==> config.mk <==
export PLATFORM = sky130hd
export DESIGN_NAME = sb_bridge_arbiter
export DESIGN_NICKNAME = d
export VERILOG_FILES = /design/src/rtl/sb_bridge_arbiter.sv
export SDC_FILE = /design/constraint.sdc
export NUM_CORES = 1
export LEC_CHECK = 0
export ABC_AREA = 1
export BUFFER_PORTS_ARGS = -buffer_cell sky130_fd_sc_hd__buf_2
export CAP_MARGIN = 20
export CORE_ASPECT_RATIO = 1.4
export CORE_MARGIN = 2
export CORE_UTILIZATION = 40
export DETAILED_ROUTE_END_ITERATION = 10
export PLACE_DENSITY = 0.77
export SYNTH_ARGS = -nofsm -noshare
export SYNTH_HDL_FRONTEND = slang
export SYNTH_SLANG_ARGS = --single-unit
==> constraint.sdc <==
create_clock -name clk -period 2.9 [get_ports clk]
set_clock_uncertainty 0.15 [all_clocks]
set_input_delay 0.435 -clock clk [delete_from_list [all_inputs] [get_ports clk]]
set_output_delay 0.435 -clock clk [all_outputs]
set_load 0.01 [all_outputs]
==> src/rtl/sb_bridge_arbiter.sv <==
// Two-master arbiter for the system-bridge device window.
// Optional ISSUE timeout: define SB_ARB_TIMEOUT_EN.
module sb_bridge_arbiter #(
  parameter logic [31:0] BASE_ADDR    = 32'h0000_7F00,
  parameter int          WINDOW_BYTES = 32,
  parameter int          TIMEOUT      = 16
) (
  input  logic        clk,
  input  logic        reset,

  input  logic        m0_req,
  input  logic        m0_we,
  input  logic [31:0] m0_addr,
  input  logic [31:0] m0_wdata,
  output logic        m0_done,
  output logic [31:0] m0_rdata,
  output logic        m0_exc,

  input  logic        m1_req,
  input  logic        m1_we,
  input  logic [31:0] m1_addr,
  input  logic [31:0] m1_wdata,
  output logic        m1_done,
  output logic [31:0] m1_rdata,
  output logic        m1_exc,

  output logic        s_valid,
  output logic        s_we,
  output logic [31:0] s_addr,
  output logic [31:0] s_wdata,
  input  logic        s_ready,
  input  logic [31:0] s_rdata,
  input  logic        s_exc
);

  localparam logic [1:0] IDLE  = 2'd0;
  localparam logic [1:0] ISSUE = 2'd1;
  localparam logic [1:0] RESP  = 2'd2;

  localparam logic [31:0] WIN = 32'(WINDOW_BYTES);

  logic [1:0]  state;
  logic        owner;
  logic        prio;

  logic        grant_any;
  logic        grant_sel;
  logic        sel_we;
  logic [31:0] sel_addr;
  logic [31:0] sel_wdata;
  logic [31:0] offset;
  logic        legal;

  logic        fire;
  logic        tmo;

  logic        done_set;
  logic        done_who;
  logic [31:0] done_rdata;
  logic        done_exc;

  // Pick a winner: single requester wins, ties go to prio.
  always_comb begin
    grant_any = m0_req | m1_req;
    grant_sel = 1'b0;
    unique case (1'b1)
      (m0_req && m1_req): grant_sel = prio;
      (m1_req && !m0_req): grant_sel = 1'b1;
      default: grant_sel = 1'b0;
    endcase
  end

  // Route the winner's request fields.
  always_comb begin
    sel_we    = grant_sel ? m1_we    : m0_we;
    sel_addr  = grant_sel ? m1_addr  : m0_addr;
    sel_wdata = grant_sel ? m1_wdata : m0_wdata;
  end

  // Window and alignment check; wrap-around rejects low addresses.
  always_comb begin
    offset = sel_addr - BASE_ADDR;
    legal  = (offset < WIN) && (sel_addr[1:0] == 2'b00);
  end

  assign fire = (state == ISSUE) && s_valid && s_ready;

`ifdef SB_ARB_TIMEOUT_EN
  localparam int CW = $clog2(TIMEOUT + 1);
  localparam logic [CW-1:0] LAST = CW'(TIMEOUT - 1);

  logic [CW-1:0] cnt;

  // Count ISSUE cycles; any other state clears it for the next issue.
  always_ff @(posedge clk or negedge reset) begin
    if (!reset) begin
      cnt <= '0;
    end else if (state != ISSUE) begin
      cnt <= '0;
    end else begin
      cnt <= cnt + CW'(1);
    end
  end

  assign tmo = (state == ISSUE) && !s_ready && (cnt == LAST);
`else
  logic unused_timeout;
  assign unused_timeout = ^TIMEOUT;
  assign tmo = 1'b0;
`endif

  // Decide whether a response is produced this cycle and its contents.
  always_comb begin
    done_set   = 1'b0;
    done_who   = owner;
    done_rdata = '0;
    done_exc   = 1'b0;
    unique case (1'b1)
      ((state == IDLE) && grant_any && !legal): begin
        done_set = 1'b1;
        done_who = grant_sel;
        done_exc = 1'b1;
      end
      fire: begin
        done_set   = 1'b1;
        done_rdata = s_we ? 32'h0 : s_rdata;
        done_exc   = s_exc;
      end
      tmo: begin
        done_set = 1'b1;
        done_exc = 1'b1;
      end
      default: done_set = 1'b0;
    endcase
  end

  // Main FSM plus owner and round-robin pointer.
  always_ff @(posedge clk or negedge reset) begin
    if (!reset) begin
      state <= IDLE;
      owner <= 1'b0;
      prio  <= 1'b0;
    end else begin
      unique case (state)
        IDLE: begin
          if (grant_any) begin
            owner <= grant_sel;
            state <= legal ? ISSUE : RESP;
          end
        end
        ISSUE: begin
          if (fire || tmo) begin
            state <= RESP;
          end
        end
        RESP: begin
          prio  <= ~owner;
          state <= IDLE;
        end
        default: state <= IDLE;
      endcase
    end
  end

  // Slave request registers, held stable for the whole ISSUE phase.
  always_ff @(posedge clk or negedge reset) begin
    if (!reset) begin
      s_valid <= 1'b0;
      s_we    <= 1'b0;
      s_addr  <= '0;
      s_wdata <= '0;
    end else if ((state == IDLE) && grant_any && legal) begin
      s_valid <= 1'b1;
      s_we    <= sel_we;
      s_addr  <= {sel_addr[31:2], 2'b00};
      s_wdata <= sel_wdata;
    end else if (fire || tmo) begin
      s_valid <= 1'b0;
    end
  end

  // m0 response: pulse done, hold rdata/exc until its next done.
  always_ff @(posedge clk or negedge reset) begin
    if (!reset) begin
      m0_done  <= 1'b0;
      m0_rdata <= '0;
      m0_exc   <= 1'b0;
    end else begin
      m0_done <= done_set && !done_who;
      if (done_set && !done_who) begin
        m0_rdata <= done_rdata;
        m0_exc   <= done_exc;
      end
    end
  end

  // m1 response: pulse done, hold rdata/exc until its next done.
  always_ff @(posedge clk or negedge reset) begin
    if (!reset) begin
      m1_done  <= 1'b0;
      m1_rdata <= '0;
      m1_exc   <= 1'b0;
    end else begin
      m1_done <= done_set && done_who;
      if (done_set && done_who) begin
        m1_rdata <= done_rdata;
        m1_exc   <= done_exc;
      end
    end
  end

endmodule

After elaboration in Yosys (flattened, before gate mapping):

Cells that the tools add are included.

* flip-flop bits (word level): 136
* bits in latches: 0
* memory bits (writable): 0
* ROM bits: 0
* bits of input ports: 168
* output and inout bits: 134
* word-level logic and storage cells: 55
* memories kept: 0

* add/sub/neg operators: 1
* multiply operators: 0
* div/mod/pow operators: 0
* order comparisons: 1
* equality and inequality tests: 4
* shift-type cells: 0
* muxes and demuxes: 15
* bitwise logic cells: 2
* reductions and logical operators: 19

Operators with widths (count)
* $mux W32: 4
* $lt A32 B6 Y1 const B: 1
* $sub A32 B15 Y32 const B: 1
* $logic_and A1 B1 Y1: 10
* $mux W2: 3
* $mux W1: 5
* $logic_not A2 Y1: 2
* $ne A2 B2 Y1 const B: 2
* $pmux W1 S2: 2
* $pmux W2 S2: 1
* $reduce_and A2 Y1: 2
* $logic_not A1 Y1: 3
* $eq A2 B1 Y1 const B: 1
* $eq A2 B2 Y1 const B: 1
* $reduce_bool A2 Y1: 1
* $reduce_or A2 Y1: 1
* $not A1 Y1: 1
* $or A1 B1 Y1: 1

Longest topological paths before layout:

Gate-level depths: netlist (run 1).

* word-level depth: 12
* gate-level depth with buffers: 21
* mapped depth without buffers: 20

Worst setup path before layout (run 1):

Ideal clock, no wire load.

* path kind: input -> register
* from: in m0_req
* to: reg m1_rdata[10]
* library setup time: 0.117 ns
* arrival: 2.172 ns
* required time: 2.633 ns
* setup slack: 0.461 ns
* cell stages on the path: 19
* path buffers: 3
* cells stage by stage: nand2_2 nand2_2 buf_6 nand2_1 nand2_1 nor2_1 nand2_1 nor2_1 nand3_1 nand2_1 nand3_1 nor2_2 nand2_4 nand2_4 nand2_4 buf_6 buf_4 nand3_1 nand2_1

* longest elaborated chain between the ends: 12
* elaborated cells between the ends (all ways): 17
* those cells by class: add/sub (1); order compare (1); mux (4); bitwise (1); reduce/logical (10)

RTL lines
* start: declaration: RTL line 11 `input logic m0_req,`
* $logic_not A1 Y1: RTL line 68 `(m1_req && !m0_req): grant_sel = 1'b1;`
* $logic_and A1 B1 Y1: RTL line 68
* $pmux W1 S2: RTL line 66 `unique case (1'b1)`
* $mux W32: RTL line 76 `sel_addr = grant_sel ? m1_addr : m0_addr;`
* $sub A32 B15 Y32: RTL line 82 `offset = sel_addr - BASE_ADDR;`
* $lt A32 B6 Y1: RTL line 83 `legal = (offset < WIN) && (sel_addr[1:0] == 2'b00);`
* $logic_and A1 B1 Y1: RTL line 83
* $logic_not A1 Y1: RTL line 119 `((state == IDLE) && grant_any && !legal): begin`
* $logic_and A1 B1 Y1: RTL line 119
* $reduce_or A2 Y1 (no source line)
* $mux W1: RTL line 118 `unique case (1'b1)`
* $logic_and A1 B1 Y1 (*): RTL line 205 `if (done_set && done_who) begin`
* end signal: assignment: RTL line 206 `m1_rdata <= done_rdata;`
* end: declaration: RTL line 24 `output logic [31:0] m1_rdata,`

Mark *: on every way between the ends. The rest lies on a longest branch, timed or not.
A chain may end at the register's enable or synchronous reset.

Worst setup path after layout (run 1):

* from: reg prio
* to: reg m1_rdata[17]

* longest elaborated chain between the ends: 10
* elaborated cells between the ends (all ways): 12
* those cells by class: add/sub (1); order compare (1); mux (4); reduce/logical (6)

RTL lines
* start: declaration: RTL line 44 `logic prio;`
* start signal: assignment: RTL line 157 `prio <= ~owner;`
* $pmux W1 S2 (*): RTL line 66
* $mux W32: RTL line 76
* $sub A32 B15 Y32: RTL line 82
* $lt A32 B6 Y1: RTL line 83
* $logic_and A1 B1 Y1: RTL line 83
* $logic_not A1 Y1: RTL line 119
* $logic_and A1 B1 Y1: RTL line 119
* $reduce_or A2 Y1 (no source line)
* $mux W1: RTL line 118
* $logic_and A1 B1 Y1 (*): RTL line 205

Marked as above.

==> impl_table.tex, run 1 <==
\begin{tabular}{lr}
\hline
Metric & Value \\
\hline
\multicolumn{2}{l}{\textbf{Outcome}} \\
Result of the run & completed \\
\multicolumn{2}{l}{\textbf{Die}} \\
Top-level I/O count & between 300 and 400 \\
Initial cell density of the core & 40.6\% \\
Std-Cell Core Area & roughly 0.017 mm² \\
Floorplan die height & 158 µm \\
DIE AREA & 0.0180 mm² \\
Chip Width & 114 µm \\
Floorplan row count & 56 \\
\multicolumn{2}{l}{\textbf{Setup path}} \\
Reg-to-Reg Start & prio \\
Type of the worst setup path & reg -> reg \\
Top delay family on crit path & simple AND/OR/NAND/NOR gates \\
Worst stage delay on the critical path & 380 ps \\
Critical path cell sequence & inv\_2 > nand2\_4 > nand2\_4 > buf\_12 > nand2\_1 > nand2\_2 > inv\_1 > nor2\_1 > nand2\_1 > nor2\_2 > nand3\_1 > nand2\_1 > nand2\_1 > inv\_2 > nor2\_2 > nand2\_4 > nand2\_8 > nand2\_8 > nand3\_4 > clkbuf\_16 > nand2\_1 > nand2\_1 \\
Most prevalent standard cell on the critical path & sky130\_fd\_sc\_hd\_\_nand2\_1 \\
Number of gates on the worst path with buffers counted & 22 \\
Arrival time of the worst setup path & 2840 ps \\
Buffers \& Inverters on Critical Path & 5 \\
Launching instance or port of the critical path & prio \\
Crit end category & flip-flop \\
Number of cell instances on the worst register-to-register path & 22 \\
CP Launch Type & flip-flop \\
Crit-path max FO & 13 \\
Worst path required time & 3040 ps \\
Library cell contributing the largest single delay on the critical path & sky130\_fd\_sc\_hd\_\_dfrtp\_1 \\
\multicolumn{2}{l}{\textbf{Synthesis}} \\
Mapped Avg Cell Area & 7.92 µm² \\
Synthesized-area fraction occupied by ao, oa, aoi and oai cells & under 10\% \\
Yosys cell types & 26 \\
Sequential cell area fraction in the yosys report & 50.3\% \\
Combinational family with the most area after synthesis & simple AND/OR/NAND/NOR gates \\
Flip-flop and latch count after synthesis & approximately 140 \\
Cell accounting for the most synthesized area & sky130\_fd\_sc\_hd\_\_dfrtp\_1 \\
Post-synthesis share of cell area spent on and, or, nand and nor gates & between 30\% and 40\% \\
Multiplexer share of the synthesized area & 0\% \\
Post-Synth XOR/XNOR Area & 0\% \\
Area share of the largest cell type after synthesis & about 50\% \\
Netlist Area Pre-Place & 0.00677 mm² \\
Adder-cell share of the synthesized area & 0\% \\
Top post-synthesis cells by area & sky130\_fd\_sc\_hd\_\_dfrtp\_1 (50\%), sky130\_fd\_sc\_hd\_\_nand2\_1 (18\%), sky130\_fd\_sc\_hd\_\_nand3\_1 (7.1\%), sky130\_fd\_sc\_hd\_\_or2\_2 (4.1\%), sky130\_fd\_sc\_hd\_\_o21ai\_2 (3.6\%) \\
Yosys warns & 0 \\
Number of instances in the synthesized netlist & $\sim$850 \\
\multicolumn{2}{l}{\textbf{STA}} \\
Fmax & 0.371 GHz \\
Final Hold Fails & 0 \\
Post-route clock period utilization & approximately 93\% \\
Fin Setup TNS & 0 ps \\
Final slew viol count & 0 \\
Total setup violations reported at the end of the flow & 0 \\
Slew of the pin with the lowest slew margin & just under 800 ps \\
Setup repair after global routing missed its margin & yes \\
Relative slew slack & 47.3\% \\
Period minus WS final & around 2700 ps \\
\multicolumn{2}{l}{\textbf{Global route}} \\
Pin count of the biggest net entering global routing & between 60 and 70 \\
Total global routing overflow & 0 \\
First-pass GRT wire length & between 30000 and 40000 µm \\
GRT Resource Usage Total & 22.6\% \\
Number of antenna violations at the first check in global routing & 1 \\
Vias in the first global route & between 6k and 7k \\
\multicolumn{2}{l}{\textbf{Cells and area}} \\
Sequential cell area & roughly 0.0034 mm² \\
Share of final-layout standard cells stronger than drive strength 1 & between 40\% and 50\% \\
Most common cell after layout, fill and taps aside & sky130\_fd\_sc\_hd\_\_nand2\_1 \\
Post-layout nets & roughly 1.3k \\
Most frequent cells in the layout & sky130\_fd\_sc\_hd\_\_nand2\_1 (309), sky130\_fd\_sc\_hd\_\_buf\_2 (298), sky130\_fd\_sc\_hd\_\_dfrtp\_1 (136), sky130\_fd\_sc\_hd\_\_nand3\_1 (94), sky130\_fd\_sc\_hd\_\_nor2\_1 (57) \\
Multi-input logic area & 0.00297 mm² \\
Number of filler instances in the final layout & around 1.6k \\
Area added between synthesis and finish & 39.0\% \\
\multicolumn{2}{l}{\textbf{Power and ir drop}} \\
Clock network fraction of total power & between 40\% and 50\% \\
Internal Dissipation & about 3.6 mW \\
Switching share of total power & 28.0\% \\
Leak pwr & between 5 and 6 nW \\
Switching power & 1.39 mW \\
Proportion of power drawn by flip-flops and latches & between 30\% and 40\% \\
Total power & approximately 5.0 mW \\
Worst IR drop on VDD & between 0.3 and 0.4 mV \\
Logic pwr share & between 15 and 20\% \\
Total power per unit cell area & 528 mW/mm² \\
\multicolumn{2}{l}{\textbf{Detailed routing}} \\
Vias after detailed routing & roughly 7k \\
Iteration-0 DRC Markers & 430 \\
DRC errors left & 0 \\
Routed wire length per instance & approximately 16 µm \\
Number of search-and-repair iterations in the first detailed-routing pass & 5 \\
Number of nets with antenna violations after routing & 0 \\
Total wirelength of the detailed-routed design & between 20000 and 25000 µm \\
Via density per instance & 4.96 \\
\multicolumn{2}{l}{\textbf{Worst hold path}} \\
Path type of the worst min-delay path & in -> reg \\
Source of the worst hold timing path & m1\_we \\
Worst hold path stage count & 3 \\
\multicolumn{2}{l}{\textbf{Clock network}} \\
Clock input transition at the sequential cells of the worst setup and hold paths & roughly 60 ps \\
Clock root buffer & sky130\_fd\_sc\_hd\_\_clkbuf\_16 \\
Buffer depth of the longest clock path & 2 \\
Skew-Pair Late Insertion Delay & slightly above 400 ps \\
Clock sink total & roughly 140 \\
Number of CTS-inserted buffers & 17 \\
CTS tree & built \\
CTS H-tree lvls & 4 \\
\multicolumn{2}{l}{\textbf{Place}} \\
Final GP Congestion & approximately 0.93 \\
Sum of net half-perimeters after detailed placement & $\sim$15000 µm \\
Buffers added on ports & $\sim$300 \\
\multicolumn{2}{l}{\textbf{Flow run}} \\
Max-cap check violation count & 0 \\
\hline
\end{tabular}
-- per-layer routing --
metal / track usage (%) / part of all wire [%] / up-vias
li1: - / - / 3308
met1: 26.8 / 40 / 3162
met2: 37.6 / 49 / 298
met3: 5.17 / 7.1 / 65
met4: 13.1 / 4.2 / 0
met5: 0 / 0 / -
-- registers in the layout, indices dropped and copies added, names as in the netlist, 2 cells and up --
| name | flops |
|---|---|
| s_wdata | 32 |
| state | 2 |
| m0_rdata | 32 |
| m1_rdata | 32 |
| s_addr | 30 |
-- cell type report --
| cell class | count | share of cell area, % |
|---|---|---|
| timing repair buffer | 339 | 21.6 |
| tap | 203 | 2.70 |
| multi-input combinational | 623 | 31.5 |
| inverter | 43 | 1.73 |
| sequential | 136 | 36.2 |
| clock buffer | 19 | 4.60 |
| clock inverter | 13 | 1.56 |
| antenna | 3 | 0.0798 |
-- cells by family after synthesis --
group / count (synthesis)
simple gates: 539
flops: 136
buf+inv: 96
compound gates: 82
other cells: 1
-- stage by stage --
step | area, µm² | hold slack (ps) | setup slack, ps | std cells | util (%)
global placement | 8540 | 296 | 102 | 1336 | 51.2
floorplan | 6770 | -10.6 | 461 | 855 | -
detailed placement | 8540 | 298 | 81.9 | 1336 | 51.2
CTS | 9130 | 133 | 174 | 1369 | 54.7
finish | 9410 | 146 | 205 | 1379 | 56.4
global route | 9400 | 154 | -2.55 | 1376 | 56.4
-- tightest hold or removal path: stages --
cell and delay (ps):
sky130_fd_sc_hd__buf_2 70, sky130_fd_sc_hd__o211ai_1 80, sky130_fd_sc_hd__o21ai_0 80
-- power by group through the flow --
stage,Clock (mW),Combinational [mW],Sequential [mW]
floorplan,0,0.428,1.98
global placement,0,0.772,1.97
detailed placement,0,0.776,1.97
CTS,2.17,0.779,1.93
global route,2.25,0.998,1.94
finish,2.12,0.914,1.93
-- final timing paths --
kind / end / slack (ps)
worst min register to register: s_addr[13] / 310
worst min-delay path: s_we / 150
min in group asynchronous: s_wdata[6] / 430
worst max register to register: m1_rdata[17] / 210
worst max-delay path: m1_rdata[17] / 210
max in group asynchronous: prio / 1440
-- Yosys cell counts, drive strengths merged --
cell,instances
or2,44
a21boi,1
nand2,324
o211ai,2
o21ai,77
conb,1
inv,43
a31oi,1
a21oi,1
dfrtp,136
clkbuf,15
buf,38
nand3b,3
nand4,3
nand3,98
nor2,67
-- repair_timing --
item                                    in CTS  in global routing
hold buffers                                 1                  0
endpoints found under the hold margin       64                  0
setup buffers                                0                  1
gates resized for setup                      0                 29
endpoints found under the setup margin       0                 87
(Power assumes the default switching activity.)
==> run 2: changes to the inputs <==
--- a/config.mk
+++ b/config.mk
@@ -5,14 +5,13 @@
 export SDC_FILE = /design/constraint.sdc
 export NUM_CORES = 1
 export LEC_CHECK = 0
-export ABC_AREA = 1
 export BUFFER_PORTS_ARGS = -buffer_cell sky130_fd_sc_hd__buf_2
 export CAP_MARGIN = 20
 export CORE_ASPECT_RATIO = 1.4
 export CORE_MARGIN = 2
 export CORE_UTILIZATION = 40
 export DETAILED_ROUTE_END_ITERATION = 10
-export PLACE_DENSITY = 0.77
+export PLACE_DENSITY = 0.79
 export SYNTH_ARGS = -nofsm -noshare
 export SYNTH_HDL_FRONTEND = slang
 export SYNTH_SLANG_ARGS = --single-unit
==> run 2 against run 1 <==
  * Critical path depth down 16
  * Combinational power fell by 63%
  * Critical endpoint is now s_addr[4]
  * First-iteration DRC count decreased by 62%
  * Largest power group unchanged
==> impl_table.tex, run 2 <==
\begin{tabular}{lr}
\hline
Metric & Value \\
\hline
\multicolumn{2}{l}{\textbf{Die}} \\
DIE AREA & about 0.016 mm² \\
Floorplan die height & about 150 µm \\
Initial cell density of the core & between 40\% and 50\% \\
Top-level I/O count & about 300 \\
Floorplan row count & 52 \\
Chip Width & $\sim$110 µm \\
Std-Cell Core Area & 0.0144 mm² \\
\multicolumn{2}{l}{\textbf{Synthesis}} \\
Mapped Avg Cell Area & roughly 11 µm² \\
FFs w/ async S/R, synth & 100\% \\
Number of instances in the synthesized netlist & 521 \\
Flip-flop and latch count after synthesis & 136 \\
Leading cell type by number of instances after synthesis & sky130\_fd\_sc\_hd\_\_dfrtp\_1 \\
Netlist Area Pre-Place & between 0.005 and 0.006 mm² \\
Sequential cell area fraction in the yosys report & 58.1\% \\
Area share of the largest cell type after synthesis & 58.1\% \\
Cell accounting for the most synthesized area & sky130\_fd\_sc\_hd\_\_dfrtp\_1 \\
Yosys cell types & 36 \\
Top post-synthesis cells by area & sky130\_fd\_sc\_hd\_\_dfrtp\_1 (58\%), sky130\_fd\_sc\_hd\_\_mux2\_2 (7.3\%), sky130\_fd\_sc\_hd\_\_mux2\_1 (6.7\%), sky130\_fd\_sc\_hd\_\_nand2\_1 (6.7\%), sky130\_fd\_sc\_hd\_\_nand3b\_1 (4.4\%) \\
Post-synth EDFFs & 0 \\
List of most frequent post-synthesis cells & sky130\_fd\_sc\_hd\_\_dfrtp\_1 (136), sky130\_fd\_sc\_hd\_\_nand2\_1 (104), sky130\_fd\_sc\_hd\_\_mux2\_2 (38), sky130\_fd\_sc\_hd\_\_mux2\_1 (35), sky130\_fd\_sc\_hd\_\_nand3b\_1 (34) \\
Yosys warns & 0 \\
Top FF cell, synth & sky130\_fd\_sc\_hd\_\_dfrtp\_1 \\
\multicolumn{2}{l}{\textbf{Detailed routing}} \\
Number of search-and-repair iterations in the first detailed-routing pass & 6 \\
Total wirelength of the detailed-routed design & about 17000 µm \\
Highest routed metal layer & met4 \\
Routed wire length per instance & approximately 17 µm \\
Number of nets with antenna violations after routing & 0 \\
Via density per instance & 4.95 \\
Iteration-0 DRC Markers & approximately 170 \\
Sum of met3 wire segment lengths after detailed routing & between 1000 and 1500 µm \\
Met1 Routed Length & 6520 µm \\
Vias after detailed routing & approximately 5k \\
DRC errors left & 0 \\
Routed length on met2 & 8910 µm \\
\multicolumn{2}{l}{\textbf{Cells and area}} \\
Number of filler instances in the final layout & $\sim$1.3k \\
Share of final-layout standard cells stronger than drive strength 1 & between 40\% and 50\% \\
Most frequent cells in the layout & sky130\_fd\_sc\_hd\_\_buf\_2 (298), sky130\_fd\_sc\_hd\_\_dfrtp\_1 (136), sky130\_fd\_sc\_hd\_\_nand2\_1 (103), sky130\_fd\_sc\_hd\_\_mux2\_2 (38), sky130\_fd\_sc\_hd\_\_mux2\_1 (35) \\
Most common cell after layout, fill and taps aside & sky130\_fd\_sc\_hd\_\_buf\_2 \\
Area added between synthesis and finish & 39.9\% \\
Post-layout nets & about 990 \\
Largest registers ranked by flip-flop count & m0\_rdata (32), m1\_rdata (32), s\_wdata (32) \\
\multicolumn{2}{l}{\textbf{Setup path}} \\
Worst path required time & 3040 ps \\
Number of cell instances on the worst register-to-register path & 6 \\
Type of the worst setup path & reg -> reg \\
Crit end category & flip-flop \\
Crit-path max FO & 51 \\
Slack of the worst reg-to-reg path & 360 ps \\
Reg-to-Reg Start & prio \\
Arrival time of the worst setup path & 2670 ps \\
Reg-to-reg endpoint & s\_addr[4] \\
CP Launch Type & flip-flop \\
\multicolumn{2}{l}{\textbf{Clock network}} \\
Setup repair bufs after CTS & 0 \\
Cts hold-fix bufs & 1 \\
CTS H-tree lvls & 4 \\
Number of resized instances in the post-cts repair step & 0 \\
Clock sink total & 136 \\
Skew-Pair Late Insertion Delay & roughly 400 ps \\
Clock root buffer & sky130\_fd\_sc\_hd\_\_clkbuf\_16 \\
Number of CTS-inserted buffers & 17 \\
Buffer depth of the longest clock path & 2 \\
Clock input transition at the sequential cells of the worst setup and hold paths & 60 ps \\
CTS tree & built \\
\multicolumn{2}{l}{\textbf{STA}} \\
Fin Setup TNS & 0 ps \\
Post-route clock period utilization & just under 90\% \\
Total setup violations reported at the end of the flow & 0 \\
Hold slack final & between 90 and 100 ps \\
Final Hold Fails & 0 \\
Period minus WS final & 2540 ps \\
Slew of the pin with the lowest slew margin & 732 ps \\
Relative slew slack & just over 50\% \\
Final slew viol count & 0 \\
Fmax & between 0.3 and 0.4 GHz \\
Setup repair after global routing missed its margin & no \\
\multicolumn{2}{l}{\textbf{Global route}} \\
Pin count of the biggest net entering global routing & 53 \\
First-pass GRT wire length & 26900 µm \\
Number of antenna violations at the first check in global routing & 3 \\
GRT Resource Usage Total & about 22\% \\
Total global routing overflow & 0 \\
Vias in the first global route & between 5k and 6k \\
\multicolumn{2}{l}{\textbf{Worst hold path}} \\
Endpoint of the worst hold path & m0\_rdata[15] \\
Source of the worst hold timing path & s\_rdata[15] \\
Path type of the worst min-delay path & in -> reg \\
Worst hold path stage count & 3 \\
\multicolumn{2}{l}{\textbf{Outcome}} \\
Result of the run & completed \\
\multicolumn{2}{l}{\textbf{Place}} \\
Sum of net half-perimeters after detailed placement & roughly 13000 µm \\
Final GP Congestion & 0.807 \\
Buffers added on ports & 299 \\
\multicolumn{2}{l}{\textbf{Power and ir drop}} \\
Worst IR drop on VDD & 0.292 mV \\
Total power per unit cell area & $\sim$540 mW/mm² \\
Leak pwr & 4.49 nW \\
\multicolumn{2}{l}{\textbf{Flow run}} \\
Max-cap check violation count & 0 \\
\hline
\end{tabular}
[run 2: layout make-up]
cell class | count | area, µm² | area share, %
Antenna cell | 3 | 7.51 | 0.0917
Clock buffer | 20 | 457 | 5.58
Clock inverter | 12 | 139 | 1.70
Inverter | 2 | 7.51 | 0.0917
Multi-Input combinational cell | 348 | 2280 | 27.8
Sequential cell | 136 | 3400 | 41.6
Tap cell | 189 | 236 | 2.89
Timing Repair Buffer | 315 | 1660 | 20.3
[run 2: metrics by stage]
stage          instances  util (%)  setup WS, ps  cell area (µm²)  power, mW
2_1_floorplan        522         -           523             5860       2.09
3_3_place_gp         989      52.7           301             7580       2.29
3_5_place_dp         989      52.7           225             7580       2.30
4_1_cts             1022      56.9           369             8180       4.47
5_1_grt             1025      57.0           151             8190       4.58
6_report            1025      57.0           363             8190       4.42
[run 2: metal layers]
metal  global-route usage (%)  vias to the layer above
met5                        0                        -
met4                     9.61                        0
met3                     6.83                       34
met2                     39.6                      217
met1                     24.1                     2453
li1                         -                     2372
[run 2: cells by family (layout without fill, tap and decap cells)]
family	count (synthesis)	count (layout)	synth area share (%)
buffers and inverters	38	349	3.14
AO/OA/AOI/OAI	74	74	6.92
flip-flops	136	136	58.1
other	1	5	0.0641
multiplexers	73	73	14.0
AND/OR/NAND/NOR	199	199	17.7
[run 2: power breakdown]
| group | switching (mW) | internal [mW] | total, mW | leakage, nW |
|---|---|---|---|---|
| clock network | 0.835 | 1.32 | 2.16 | 0.292 |
| registers | 0.0108 | 1.91 | 1.92 | 1.88 |
| logic | 0.169 | 0.171 | 0.340 | 2.31 |
[run 2: worst max-delay path by stage]
stage,start,endpoint,slack (ps)
floorplan,m0_addr[5],s_addr[2],520
global placement,m0_addr[5],s_addr[4],300
detailed placement,m0_addr[5],s_addr[4],220
CTS,prio,s_addr[4],370
global route,prio,s_wdata[29],150
finish,prio,s_addr[4],360
[run 2: critical path, stage by stage, from the launching register on]
cell                        delay [ps]
sky130_fd_sc_hd__dfrtp_1           410
sky130_fd_sc_hd__nand2b_1          200
sky130_fd_sc_hd__a2111oi_0         530
sky130_fd_sc_hd__o2bb2a_4          240
sky130_fd_sc_hd__nor3_4            220
sky130_fd_sc_hd__buf_12            270
sky130_fd_sc_hd__mux2_2            370
==> run 3: changes to the inputs <==
--- a/config.mk
+++ b/config.mk
@@ -11,7 +11,7 @@
 export CORE_MARGIN = 2
 export CORE_UTILIZATION = 40
 export DETAILED_ROUTE_END_ITERATION = 10
-export PLACE_DENSITY = 0.79
+export PLACE_DENSITY = 0.82
 export SYNTH_ARGS = -nofsm -noshare
 export SYNTH_HDL_FRONTEND = slang
 export SYNTH_SLANG_ARGS = --single-unit
==> constraint.sdc (replaced) <==
create_clock -name clk -period 2.04 [get_ports clk]
set_clock_uncertainty 0.15 [all_clocks]
set_input_delay 0.306 -clock clk [delete_from_list [all_inputs] [get_ports clk]]
set_output_delay 0.306 -clock clk [all_outputs]
set_load 0.01 [all_outputs]
==> run 3 against run 2 <==
  * The run now ends with negative setup slack left
  * Clock-buffer cell count stayed put
  * Die area did not move
  * Critical path depth increased by 1
  * Hold slack worse by 73 ps
  * Non-clock buffer count grew 51
  * Sequential power is 42% higher
  * Global-route usage increased by 2.1 points
  * Setup slack got worse by 510 ps
  * Flip-flop and latch count unchanged
  * Via count grew 7.2%
  * First-iteration DRC count fell by 1.8%
==> impl_table.tex, run 3 (synthesis results as in run 2) <==
\begin{tabular}{lr}
\hline
Metric & Value \\
\hline
\multicolumn{2}{l}{\textbf{Setup path}} \\
Number of gates on the worst path with buffers counted & 7 \\
Crit-path max FO & 18 \\
Worst path required time & roughly 2200 ps \\
Top delay family on crit path & compound AO/OA/AOI/OAI gates \\
Type of the worst setup path & reg -> reg \\
Library cell contributing the largest single delay on the critical path & sky130\_fd\_sc\_hd\_\_dfrtp\_1 \\
Crit end category & flip-flop \\
Buffers \& Inverters on Critical Path & 2 \\
Reg-to-reg endpoint & s\_wdata[22] \\
Arrival time of the worst setup path & 2320 ps \\
Slack of the worst reg-to-reg path & -150 ps \\
Number of cell instances on the worst register-to-register path & 7 \\
Launching instance or port of the critical path & prio \\
Critical path cell sequence & nand2b\_4 > a2111oi\_4 > o2bb2a\_4 > nor3\_4 > buf\_4 > buf\_12 > mux2\_1 \\
Worst setup path end & s\_wdata[22] \\
Worst stage delay on the critical path & about 390 ps \\
CP Launch Type & flip-flop \\
Reg-to-Reg Start & prio \\
\multicolumn{2}{l}{\textbf{Clock network}} \\
Clock input transition at the sequential cells of the worst setup and hold paths & 60 ps \\
Buffer depth of the longest clock path & 2 \\
CTS H-tree lvls & 4 \\
CTS tree & built \\
Clock root buffer & sky130\_fd\_sc\_hd\_\_clkbuf\_16 \\
Clock sink total & roughly 140 \\
Skew-Pair Late Insertion Delay & slightly above 400 ps \\
Number of CTS-inserted buffers & 17 \\
\multicolumn{2}{l}{\textbf{Flow run}} \\
Max-cap check violation count & 0 \\
\multicolumn{2}{l}{\textbf{Place}} \\
Sum of net half-perimeters after detailed placement & 13200 µm \\
Dpl cell area & just under 0.008 mm² \\
Pre-CTS worst setup slack & -370 ps \\
Final GP Congestion & $\sim$0.83 \\
Buffers added on ports & approximately 300 \\
\multicolumn{2}{l}{\textbf{Die}} \\
Top-level I/O count & 302 \\
Std-Cell Core Area & $\sim$0.014 mm² \\
Floorplan row count & between 50 and 60 \\
DIE AREA & 0.0156 mm² \\
Chip Width & 106 µm \\
Initial cell density of the core & just over 40\% \\
Floorplan die height & about 150 µm \\
\multicolumn{2}{l}{\textbf{Worst hold path}} \\
Path type of the worst min-delay path & in -> reg \\
\multicolumn{2}{l}{\textbf{Cells and area}} \\
Layout Cell Area excl Fill & 0.00900 mm² \\
Share of final-layout standard cells stronger than drive strength 1 & between 50\% and 60\% \\
Most common cell after layout, fill and taps aside & sky130\_fd\_sc\_hd\_\_buf\_2 \\
Area added between synthesis and finish & 53.8\% \\
Number of filler instances in the final layout & between 1k and 1.5k \\
Most frequent cells in the layout & sky130\_fd\_sc\_hd\_\_buf\_2 (298), sky130\_fd\_sc\_hd\_\_dfrtp\_1 (136), sky130\_fd\_sc\_hd\_\_nand2\_1 (103), sky130\_fd\_sc\_hd\_\_mux2\_2 (37), sky130\_fd\_sc\_hd\_\_mux2\_1 (35) \\
Post-layout nets & 1039 \\
Largest registers ranked by flip-flop count & m0\_rdata (32), m1\_rdata (32), s\_wdata (32) \\
\multicolumn{2}{l}{\textbf{Power and ir drop}} \\
Leak pwr & 4.85 nW \\
Worst IR drop on VDD & 0.443 mV \\
Total power per unit cell area & 726 mW/mm² \\
\multicolumn{2}{l}{\textbf{STA}} \\
Final WS setup & -145 ps \\
Setup repair after global routing missed its margin & yes \\
Total setup violations reported at the end of the flow & 70 \\
Final Hold Fails & 0 \\
Period minus WS final & $\sim$2200 ps \\
Post-route clock period utilization & 107\% \\
Fmax & about 0.46 GHz \\
Final slew viol count & 0 \\
\multicolumn{2}{l}{\textbf{Detailed routing}} \\
Routed wire length per instance & between 15 and 20 µm \\
Total wirelength of the detailed-routed design & about 19000 µm \\
Vias after detailed routing & between 5k and 6k \\
Number of search-and-repair iterations in the first detailed-routing pass & 4 \\
DRC errors left & 0 \\
Number of nets with antenna violations after routing & 0 \\
Iteration-0 DRC Markers & 162 \\
Via density per instance & between 5 and 6 \\
\multicolumn{2}{l}{\textbf{Global route}} \\
Number of antenna violations at the first check in global routing & 3 \\
First-pass GRT wire length & roughly 30000 µm \\
Total global routing overflow & 0 \\
Pin count of the biggest net entering global routing & between 40 and 50 \\
Vias in the first global route & 5565 \\
GRT Resource Usage Total & 24.3\% \\
\multicolumn{2}{l}{\textbf{Outcome}} \\
Violated checks & negative setup slack \\
Result of the run & finished with violations \\
\hline
\end{tabular}
-- run 3: stage by stage --
stage	TNS (ps)	hold WS [ps]	instances	total power [mW]	util, %
detailed placement	-29470	118	1002	3.31	53.8
global route	-13650	19.6	1073	6.76	62.6
floorplan	-6090	-140	522	2.97	-
global placement	-27000	112	1002	3.30	53.8
finish	-7000	22.2	1074	6.53	62.6
CTS	-6520	6.43	1071	6.56	61.7
-- run 3: what timing repair did --
item | 4_1_cts | 5_1_grt
endpoints found under the setup margin | 131 | 99
pin swaps | 21 | 7
hold buffers | 32 | 0
endpoints found under the hold margin | 72 | 0
cloned | 3 | 1
buffers inserted | 3 | 0
gates resized for setup | 48 | 25
-- run 3: layout make-up --
| type | instances | area [µm²] | area share (%) |
|---|---|---|---|
| tap | 189 | 236 | 2.63 |
| inverter | 2 | 7.51 | 0.0834 |
| clock buffer | 20 | 447 | 4.96 |
| antenna | 2 | 5.00 | 0.0556 |
| timing repair buffer | 366 | 2280 | 25.3 |
| sequential | 136 | 3400 | 37.8 |
| clock inverter | 11 | 149 | 1.65 |
| multi-input combinational | 348 | 2470 | 27.5 |
-- run 3: power breakdown --
group / switching, mW / leakage, nW / internal, mW / total, mW
Sequential: 0.0144 / 1.88 / 2.71 / 2.73
Combinational: 0.309 / 2.69 / 0.370 / 0.679
Clock: 1.17 / 0.282 / 1.95 / 3.13
Total: 1.50 / 4.85 / 5.04 / 6.53
-- run 3: worst min path at each step --
stage                     cells after the start  slack, ps   startpoint      endpoint
after floorplan                               0       -140        reset       m0_done
after global placement                        1        110        reset    s_addr[16]
after detailed placement                      1        120        reset   s_wdata[26]
after CTS                                     3          6  s_rdata[19]  m0_rdata[19]
after global routing                          3         20  s_rdata[17]  m0_rdata[17]
final                                         3         20  s_rdata[19]  m0_rdata[19]
-- run 3: routing by layer --
layer  vias up  GRT usage [%]  share of wire [%]
li1       2472              -                  -
met1      2649           26.0                 36
met2       276           42.2                 52
met3        47           8.65                9.5
met4         0           11.7                2.8
met5         -              0                  0
-- run 3: worst min-delay path, cell delays in order --
cell and delay [ps]:
sky130_fd_sc_hd__buf_2 90, sky130_fd_sc_hd__nand2_1 80, sky130_fd_sc_hd__o21ai_2 70
